<file path="config.mk">
export PLATFORM = sky130hd
export DESIGN_NAME = mux4_rr_arbiter_flat
export DESIGN_NICKNAME = d
export VERILOG_FILES = /design/src/rtl/mux4_rr_arbiter_if.sv /design/src/rtl/mux4_rr_arbiter.sv /design/src/flat_wrapper.sv
export SDC_FILE = /design/constraint.sdc
export NUM_CORES = 1
export LEC_CHECK = 0
export CORE_MARGIN = 8
export CORE_UTILIZATION = 31
export DETAILED_ROUTE_END_ITERATION = 16
export PLACE_DENSITY = 0.83
export SKIP_CTS_REPAIR_TIMING = 1
export SYNTH_ARGS = -nofsm -noshare
export SYNTH_HDL_FRONTEND = slang
export SYNTH_SLANG_ARGS = --single-unit
</file>
<file path="constraint.sdc">
create_clock -name clk -period 1.1 [get_ports clk]
set_input_delay 0.11 -clock clk [delete_from_list [all_inputs] [get_ports clk]]
set_output_delay 0.11 -clock clk [all_outputs]
set_load 0.005 [all_outputs]
</file>
<file path="src/rtl/mux4_rr_arbiter_if.sv">
// mux4_rr_arbiter_if: bundle of the four input streams and the tagged output stream.
//   i0..i3 / i0_valid..i3_valid / i0_ready..i3_ready : source channels
//   y / sel / y_valid / y_ready                      : merged output stream
// master: the side that drives sources and consumes y (testbench / upstream+downstream).
// slave : the arbiter itself.
interface mux4_rr_arbiter_if #(
    parameter int unsigned WIDTH = 8
);
    logic             i0_valid;
    logic             i1_valid;
    logic             i2_valid;
    logic             i3_valid;
    logic [WIDTH-1:0] i0;
    logic [WIDTH-1:0] i1;
    logic [WIDTH-1:0] i2;
    logic [WIDTH-1:0] i3;
    logic             i0_ready;
    logic             i1_ready;
    logic             i2_ready;
    logic             i3_ready;
    logic             y_valid;
    logic [WIDTH-1:0] y;
    logic [1:0]       sel;
    logic             y_ready;

    modport master (
        output i0_valid, i1_valid, i2_valid, i3_valid,
        output i0, i1, i2, i3,
        output y_ready,
        input  i0_ready, i1_ready, i2_ready, i3_ready,
        input  y_valid, y, sel
    );

    modport slave (
        input  i0_valid, i1_valid, i2_valid, i3_valid,
        input  i0, i1, i2, i3,
        input  y_ready,
        output i0_ready, i1_ready, i2_ready, i3_ready,
        output y_valid, y, sel
    );
endinterface

</file>
<file path="src/rtl/mux4_rr_arbiter.sv">
// mux4_rr_arbiter: merges four valid/ready streams into one registered output
// tagged with the 2-bit source channel index (sel).
// Ports:
//   clk   : rising-edge clock
//   rst_n : synchronous active-low reset
//   bus   : mux4_rr_arbiter_if.slave (inputs i0..i3 with valid/ready, output y/sel/y_valid/y_ready)
// Build option: define MUX4_RR_EN for round-robin arbitration; otherwise fixed
// priority with channel 0 highest.
module mux4_rr_arbiter #(
    parameter int unsigned WIDTH = 8
) (
    input  logic                  clk,
    input  logic                  rst_n,
    mux4_rr_arbiter_if.slave      bus
);
    localparam int unsigned N_CH  = 4;
    localparam int unsigned SEL_W = 2;

    typedef enum logic {
        EMPTY = 1'b0,
        FULL  = 1'b1
    } state_t;

    state_t             state_q;
    state_t             state_d;
    logic [WIDTH-1:0]   y_q;
    logic [WIDTH-1:0]   y_d;
    logic [SEL_W-1:0]   sel_q;
    logic [SEL_W-1:0]   sel_d;

    logic [N_CH-1:0]    req;
    logic [N_CH-1:0]    ready_c;
    logic [WIDTH-1:0]   din [N_CH];
    logic               load;
    logic               found;
    logic [SEL_W-1:0]   gnt;

`ifdef MUX4_RR_EN
    logic [SEL_W-1:0]   ptr_q;
    logic [SEL_W-1:0]   ptr_d;
    logic [SEL_W-1:0]   cand;
`endif

    // Gather channel requests and data into indexable form.
    always_comb begin
        req     = {bus.i3_valid, bus.i2_valid, bus.i1_valid, bus.i0_valid};
        din[0]  = bus.i0;
        din[1]  = bus.i1;
        din[2]  = bus.i2;
        din[3]  = bus.i3;
    end

    // Grant selection.
    always_comb begin
        found = 1'b0;
        gnt   = '0;
`ifdef MUX4_RR_EN
        cand  = '0;
        // Search upward from the channel after the last winner, wrapping mod 4.
        for (int k = 0; k < int'(N_CH); k++) begin
            cand = ptr_q + SEL_W'(k + 1);
            if (!found && req[cand]) begin
                found = 1'b1;
                gnt   = cand;
            end
        end
`else
        // Descending scan so the lowest-index requester is the last to overwrite.
        for (int k = int'(N_CH) - 1; k >= 0; k--) begin
            if (req[k]) begin
                found = 1'b1;
                gnt   = SEL_W'(k);
            end
        end
`endif
    end

    // Next-state, register loads and combinational readys.
    always_comb begin
        state_d = state_q;
        y_d     = y_q;
        sel_d   = sel_q;
        ready_c = '0;
`ifdef MUX4_RR_EN
        ptr_d   = ptr_q;
`endif
        // Register can accept when empty or being drained this edge.
        load = (state_q == EMPTY) || bus.y_ready;

        // No handshake may complete on a reset edge.
        if (rst_n && load) begin
            if (found) begin
                ready_c[gnt] = 1'b1;
                state_d      = FULL;
                y_d          = din[gnt];
                sel_d        = gnt;
`ifdef MUX4_RR_EN
                ptr_d        = gnt;
`endif
            end else begin
                state_d = EMPTY;
            end
        end
    end

    // State and output registers.
    always_ff @(posedge clk) begin
        if (!rst_n) begin
            state_q <= EMPTY;
            y_q     <= '0;
            sel_q   <= '0;
`ifdef MUX4_RR_EN
            ptr_q   <= 2'b11;
`endif
        end else begin
            state_q <= state_d;
            y_q     <= y_d;
            sel_q   <= sel_d;
`ifdef MUX4_RR_EN
            ptr_q   <= ptr_d;
`endif
        end
    end

    assign bus.y_valid  = (state_q == FULL);
    assign bus.y        = y_q;
    assign bus.sel      = sel_q;
    assign bus.i0_ready = ready_c[0];
    assign bus.i1_ready = ready_c[1];
    assign bus.i2_ready = ready_c[2];
    assign bus.i3_ready = ready_c[3];

endmodule

</file>
<file path="src/flat_wrapper.sv">
// flat-port wrapper written by rule: the top's interface ports become plain ports
module mux4_rr_arbiter_flat 
#(
    parameter int unsigned WIDTH = 8
)
  (clk, rst_n, bus_i0_valid, bus_i1_valid, bus_i2_valid, bus_i3_valid, bus_i0, bus_i1, bus_i2, bus_i3, bus_y_ready, bus_i0_ready, bus_i1_ready, bus_i2_ready, bus_i3_ready, bus_y_valid, bus_y, bus_sel);
  mux4_rr_arbiter_if #(.WIDTH(WIDTH)) bus_i ();
  input  logic clk;
  input  logic rst_n;
  input wire logic [$bits(bus_i.i0_valid)-1:0] bus_i0_valid;
  input wire logic [$bits(bus_i.i1_valid)-1:0] bus_i1_valid;
  input wire logic [$bits(bus_i.i2_valid)-1:0] bus_i2_valid;
  input wire logic [$bits(bus_i.i3_valid)-1:0] bus_i3_valid;
  input wire logic [$bits(bus_i.i0)-1:0] bus_i0;
  input wire logic [$bits(bus_i.i1)-1:0] bus_i1;
  input wire logic [$bits(bus_i.i2)-1:0] bus_i2;
  input wire logic [$bits(bus_i.i3)-1:0] bus_i3;
  input wire logic [$bits(bus_i.y_ready)-1:0] bus_y_ready;
  output wire logic [$bits(bus_i.i0_ready)-1:0] bus_i0_ready;
  output wire logic [$bits(bus_i.i1_ready)-1:0] bus_i1_ready;
  output wire logic [$bits(bus_i.i2_ready)-1:0] bus_i2_ready;
  output wire logic [$bits(bus_i.i3_ready)-1:0] bus_i3_ready;
  output wire logic [$bits(bus_i.y_valid)-1:0] bus_y_valid;
  output wire logic [$bits(bus_i.y)-1:0] bus_y;
  output wire logic [$bits(bus_i.sel)-1:0] bus_sel;
  assign bus_i.i0_valid = bus_i0_valid;
  assign bus_i.i1_valid = bus_i1_valid;
  assign bus_i.i2_valid = bus_i2_valid;
  assign bus_i.i3_valid = bus_i3_valid;
  assign bus_i.i0 = bus_i0;
  assign bus_i.i1 = bus_i1;
  assign bus_i.i2 = bus_i2;
  assign bus_i.i3 = bus_i3;
  assign bus_i.y_ready = bus_y_ready;
  assign bus_i0_ready = bus_i.i0_ready;
  assign bus_i1_ready = bus_i.i1_ready;
  assign bus_i2_ready = bus_i.i2_ready;
  assign bus_i3_ready = bus_i.i3_ready;
  assign bus_y_valid = bus_i.y_valid;
  assign bus_y = bus_i.y;
  assign bus_sel = bus_i.sel;
  mux4_rr_arbiter #(.WIDTH(WIDTH)) u_core (.clk(clk), .rst_n(rst_n), .bus(bus_i));
endmodule
</file>
==> impl_metrics.py, run 1 <==
metrics = {
    "layout": {
        "multi_input_area_um2": 554,
        "final_cell_mix": "clkdlybuf4s50_1, nor2b_1, dlymetal6s2s_1",
        "final_cells": 192,
        "num-nets-final": 202,
        "fin_area_um2": 1510,
        "mostFrequentLayoutCell": "clkdlybuf4s50_1",
        "syn_to_final_growth_pct": 96.6,
        "diodes": 0,
        "n_fill_cell": 200,
        "seqCellArea_um2": 224,
        "drive_gt1_share_pct": 22.8,
    },
    "worst_setup_path": {
        "critPathLaunchType": "flip-flop",
        "worstPathRequired_ns": 0.99,
        "crit_fanout": 4,
        "critical_path.top_delay_family": "simple AND/OR/NAND/NOR gates",
        "crit_path_start": "u_core.bus.y_valid",
        "critical_path_class": "reg2out",
        "end_kind": "output port",
        "path_cells": "nand2b_4 > nand2_4 > and4b_1 > clkbuf_2",
        "r2r-start": "u_core.bus.y_valid",
        "critical_path.max_stage_delay_ns": 0.33,
        "worst-path-buf-inv": 1,
        "critPathSlowestCell": "dfxtp_2",
        "cp_data_arrival_time_ns": 1.14,
    },
    "placement": {
        "dpl_cell_area_um2": 1400,
        "dp_hpwl_mm": 2.66,
        "placed_cells": 187,
        "post-place-ws_ns": -0.678,
        "io_buffers": 53,
        "gp_congestion": 0.871,
    },
    "floorplan": {
        "io_pins": 54,
        "die_x_um": 65.7,
        "initial_core_util_pct": 31.8,
        "die_area_um2": 4320,
        "fp-row-count": 18,
        "dieHeight_um": 65.7,
        "core_area_um2": 2410,
    },
    "detailed_routing": {
        "finalWirelength_mm": 3.28,
        "wl_met3_um": 256,
        "dr.pass1.iters": 4,
        "wl_met2_mm": 1.68,
        "drc": 0,
        "wl_met1_mm": 1.24,
        "vias_per_cell": 5.32,
        "post_drt_wl_per_cell_um": 17.1,
        "top_layer": "met4",
        "vias": 1022,
        "final_antenna_net_count": 0,
        "drtIter0Drc": 24,
    },
    "synthesis": {
        "synth_top_family_by_area": "simple AND/OR/NAND/NOR gates",
        "syn_inst": 99,
        "avgSynthCellArea_um2": 7.75,
        "yosysUniqueCellTypes": 28,
        "synth_xor_area_share_pct": 0,
        "yosys.area_share.simple_pct": 33.0,
        "yosysSeqAreaShare_pct": 28.7,
        "synth.area.mux_share_pct": 0,
        "ys_ff_latch": 11,
        "syn_nets": 138,
        "synth_compound_area_share_pct": 32.5,
        "synth_fa_ha_area_share_pct": 0,
        "yosysWarnings": 0,
        "synth_area_um2": 767,
    },
    "power_and_ir_drop": {
        "p_comb_share_pct": 40.0,
        "p_leak_nw": 0.739,
        "net-switching-power_w": 0.000362,
        "pwr-share-clk_pct": 22.4,
        "powerDensity_nw_per_um2": 827,
        "ir_drop_uv": 885,
        "intPower_w": 0.000885,
        "swShare_pct": 29.0,
        "seq_power_share_pct": 37.7,
    },
    "global_routing": {
        "grt_first_pass_wirelength_mm": 5.11,
        "gr-total-overflow": 0,
        "grt_pass1_vias": 1046,
        "gr-usage-all-layers_pct": 14.7,
        "grt_max_degree": 14,
        "antenna_found_initial": 0,
    },
    "timing": {
        "fmax_ghz": 0.802,
        "setup_violations": 6,
        "min_period_ns": 1.25,
        "hold_violations": 0,
        "slew_headroom_pct": 78.0,
        "timing.final.ws_setup_ns": -0.146,
        "tightest_slew_ns": 0.330,
        "post-route-period-util_pct": 113,
        "grt_setup_unrepaired": "true",
        "final.setup_skew_ns": 0.000315,
        "drv_slew": 0,
    },
    "outcome": {
        "status": "finished with violations",
        "violations": "negative setup slack",
    },
    "hold_path": {
        "hold_path_class": "in2reg",
        "min-delay-start": "bus_y_ready",
    },
    "cts": {
        "cts_tree": "yes",
        "cts.reportedPaths.clkPinSlew_ns": 0.07,
        "cts.sinks": 11,
        "htree_levels": 1,
        "cts_buffer_depth": 2,
        "clk_latency_ns": 0.27,
        "root_buffer": "clkbuf_4",
        "cts_buffers": 3,
    },
    "job": {
        "cap_viol_max_count": 0,
    },
}
-- kinds of logic (layout without fill, tap and decap cells) --
kind of cell | Yosys count | count (layout)
buffers and inverters | 9 | 72
AOI/OAI and AO/OA | 37 | 37
DFF | 11 | 11
and+or+nand+nor | 42 | 42
-- final cells by class --
class                      instances  area share, %
inverter                           1          0.249
tap                               30           2.49
sequential                        11           14.9
clock inverter                     1          0.332
timing repair buffer              67           43.8
clock buffer                       3           1.49
multi-input combinational         79           36.8
-- path summary, 6_finish.rpt --
| check | endpoint | slack, ns | depth (start not counted) |
|---|---|---|---|
| setup / recovery | bus_i3_ready | -0.15 | 4 |
| hold / removal | u_core.bus.y_valid | 0.29 | 4 |
| setup reg to reg | u_core.bus.sel[0] | -0.06 | 5 |
| hold reg to reg | u_core.bus.y[5] | 0.46 | 2 |
-- cell usage after synthesis, drive strengths merged --
cell type	count	area share, %
nor2b	15	12
dfxtp	11	29
o21ai	10	6.5
a21oi	9	5.9
a221oi	7	8.0
nand3	7	4.6
o22a	7	8.0
nand2	6	2.9
buf	4	3.4
clkbuf	4	2.0
nor2	3	1.5
a21boi	2	2.0
nand3b	2	3.6
nor4	2	1.6
a32oi	1	1.1
and2b	1	0.98
and3	1	0.82
and4b	1	1.3
inv	1	0.49
nand2b	1	0.82
nor3b	1	0.98
o21a	1	0.98
or2	1	0.82
or3	1	0.82
-- state kept, by name, summed over array words and instances (netlist names) --
register and count:
u_core.bus.y 8, u_core.bus.sel 2, u_core.bus.y_valid 1
-- through the flow --
step	utilization (%)	power, W	hold slack [ns]	TNS, ns
CTS	59.4	0.00125	0.455	-7.41
floorplan	-	0.000642	0.289	0
finish	62.6	0.00125	0.288	-0.584
global route	62.6	0.00132	0.279	-1.07
global placement	58.3	0.000951	0.447	-8.27
detailed placement	58.3	0.000964	0.458	-8.60
-- power by group through the flow --
stage | Sequential, W | Combinational (W) | Clock [W]
final | 0.000469 | 0.000499 | 0.000279
after floorplan | 0.000474 | 0.000168 | 0
after global routing | 0.000473 | 0.000539 | 0.000312
after detailed placement | 0.000474 | 0.000490 | 0
after global placement | 0.000474 | 0.000477 | 0
after CTS | 0.000467 | 0.000492 | 0.000293
-- tightest hold or removal path, stage by stage --
cell and delay (ns):
dlymetal6s2s_1 0.08, nand2b_4 0.14, buf_6 0.11, a21boi_0 0.08
-- metal layers --
layer / track usage [%] / vias to the layer above
met5: 0 / -
met4: 3.27 / 0
met1: 15.2 / 480
met3: 6.63 / 10
li1: - / 493
met2: 26.4 / 39
(Power assumes the default switching activity.)
==> run 2: changes to the inputs <==
CORE_MARGIN = not set   (was 8)
==> run 2 against run 1 <==
The flow still finishes with violations (negative setup slack). Via count is 1.8% higher. Die area is 38% lower. Fmax is 1.9% higher. Register-to-register slack hardly changed. First-iteration DRC count is 33% lower. Critical path depth is 3 lower. Final cell count is 1.0% higher. Clock power is 4% lower. Routed wire length is 2.6% lower. Sequential share of layout area is 0.22 points lower. Sequential power hardly changed. Critical endpoint is now bus_y_valid.
==> impl_metrics.py, run 2 (synthesis results as in run 1) <==
metrics = {
    "floorplan": {
        "core_area_um2": 2280,
        "initial_core_util_pct": 33.7,
        "die_area_um2": 2680,
        "fp-row-count": 17,
        "die_x_um": 51.7,
        "dieHeight_um": 51.7,
        "io_pins": 54,
    },
    "outcome": {
        "violations": "negative setup slack",
        "status": "finished with violations",
    },
    "timing": {
        "timing.final.ws_setup_ns": -0.123,
        "setup_violations": 8,
        "post-route-period-util_pct": 111,
        "min_period_ns": 1.22,
        "final.setup_skew_ns": 0.00154,
        "slew_headroom_pct": 74.8,
        "drv_slew": 0,
        "grt_setup_unrepaired": "true",
        "tightest_slew_ns": 0.378,
        "hold_violations": 0,
        "fmax_ghz": 0.818,
    },
    "layout": {
        "largest_reg_flops": 8,
        "drive_gt1_share_pct": 24.7,
        "final_cell_mix": "clkdlybuf4s50_1, dlymetal6s2s_1, nor2b_1, buf_4, a21oi_1",
        "fin_area_um2": 1560,
        "utilization_pct": 68.4,
        "diodes": 0,
        "num-nets-final": 206,
        "syn_to_final_growth_pct": 103,
        "mostFrequentLayoutCell": "clkdlybuf4s50_1",
    },
    "worst_setup_path": {
        "critical_path_class": "reg2out",
        "worstPathRequired_ns": 0.99,
        "path_cells": "clkdlybuf4s50_1",
        "critical_path.top_delay_family": "buffers and inverters",
        "worst-path-buf-inv": 1,
        "cp_data_arrival_time_ns": 1.11,
        "critical_path.max_stage_delay_ns": 0.50,
        "critPathSlowestCell": "clkdlybuf4s50_1",
        "critPathLaunchType": "flip-flop",
        "end_kind": "output port",
        "crit_fanout": 2,
    },
    "cts": {
        "cts_tree": "yes",
        "cts.sinks": 11,
        "clk_latency_ns": 0.26,
        "cts.reportedPaths.clkPinSlew_ns": 0.07,
        "cts_buffers": 3,
        "cts_buffer_depth": 2,
        "root_buffer": "clkbuf_4",
        "htree_levels": 1,
    },
    "placement": {
        "gp_congestion": 0.775,
        "dp_hpwl_mm": 2.26,
        "dpl_cell_area_um2": 1440,
        "io_buffers": 53,
        "post-place-ws_ns": -0.634,
    },
    "global_routing": {
        "grt_first_pass_wirelength_mm": 4.25,
        "gr-total-overflow": 0,
        "gr-usage-all-layers_pct": 21.2,
        "grt_max_degree": 16,
        "antenna_found_initial": 0,
        "grt_pass1_vias": 967,
    },
    "power_and_ir_drop": {
        "ir_drop_uv": 779,
        "p_leak_nw": 0.793,
        "net-switching-power_w": 0.000355,
        "intPower_w": 0.000907,
        "swShare_pct": 28.1,
        "powerDensity_nw_per_um2": 811,
        "seq_power_share_pct": 37.4,
        "p_comb_share_pct": 41.3,
        "pwr-share-clk_pct": 21.3,
    },
    "detailed_routing": {
        "vias_per_cell": 5.36,
        "finalWirelength_mm": 3.20,
        "drc": 0,
        "final_antenna_net_count": 0,
        "dr.pass1.iters": 4,
        "post_drt_wl_per_cell_um": 16.5,
        "drtIter0Drc": 16,
        "vias": 1040,
    },
    "hold_path": {
        "hold_path_class": "in2reg",
    },
    "job": {
        "cap_viol_max_count": 0,
    },
}
[run 2: cell types whose count changed in the layout (fill, tap and decap cells not counted), sizes merged]
cell           change
clkdlybuf4s50      -1
buf                +3
dlymetal6s2s       +3
clkinv             -1
[run 2: cell type report]
cell class                 instances  area (um^2)
tap                               28         35.0
clock buffer                       4         26.3
fill                             178          719
inverter                           1         3.75
multi-input combinational         79          548
timing repair buffer              71          716
sequential                        11          228
[run 2: path summary, 6_finish.rpt]
check / from / endpoint / slack [ns] / cells after the start
worst max register to register: u_core.bus.y_valid / u_core.bus.sel[0] / -0.06 / 5
worst min-delay path: bus_y_ready / u_core.bus.y_valid / 0.28 / 4
worst max-delay path: u_core.bus.y_valid / bus_y_valid / -0.12 / 1
worst min register to register: u_core.bus.sel[0] / u_core.bus.sel[0] / 0.47 / 2
[run 2: routing by layer]
| layer | wire [um] | global-route usage [%] | up-vias | share of wire [%] |
|---|---|---|---|---|
| li1 | - | - | 503 | - |
| met1 | 1350 | 26.2 | 484 | 42 |
| met2 | 1640 | 38.7 | 49 | 51 |
| met3 | 182 | 4.39 | 4 | 5.7 |
| met4 | 26 | 2.25 | 0 | 0.81 |
| met5 | 0 | 0 | - | 0 |
[run 2: metrics by stage]
stage / setup TNS, ns / hold slack, ns / std cells / power (W)
6_report: -0.458 / 0.282 / 194 / 0.00126
5_1_grt: -0.772 / 0.337 / 194 / 0.00132
4_1_cts: -6.57 / 0.469 / 192 / 0.00124
3_5_place_dp: -7.95 / 0.458 / 188 / 0.000973
3_3_place_gp: -7.86 / 0.445 / 188 / 0.000962
2_1_floorplan: 0 / 0.289 / 99 / 0.000642
[run 2: worst reg2reg max path, delay by kind of cell (launching register included)]
family                 cells  cell delay (ns)
flip-flops                 1             0.33
AND/OR/NAND/NOR            3             0.51
AO/OA/AOI/OAI              1             0.13
buffers and inverters      1             0.11
[run 2: power by group through the flow]
stage               combinational, W  sequential [W]  clock, W
global route                0.000555        0.000476  0.000292
CTS                         0.000503        0.000467  0.000272
finish                      0.000521        0.000472  0.000268
floorplan                   0.000168        0.000474         0
global placement            0.000487        0.000475         0
detailed placement          0.000500        0.000474         0
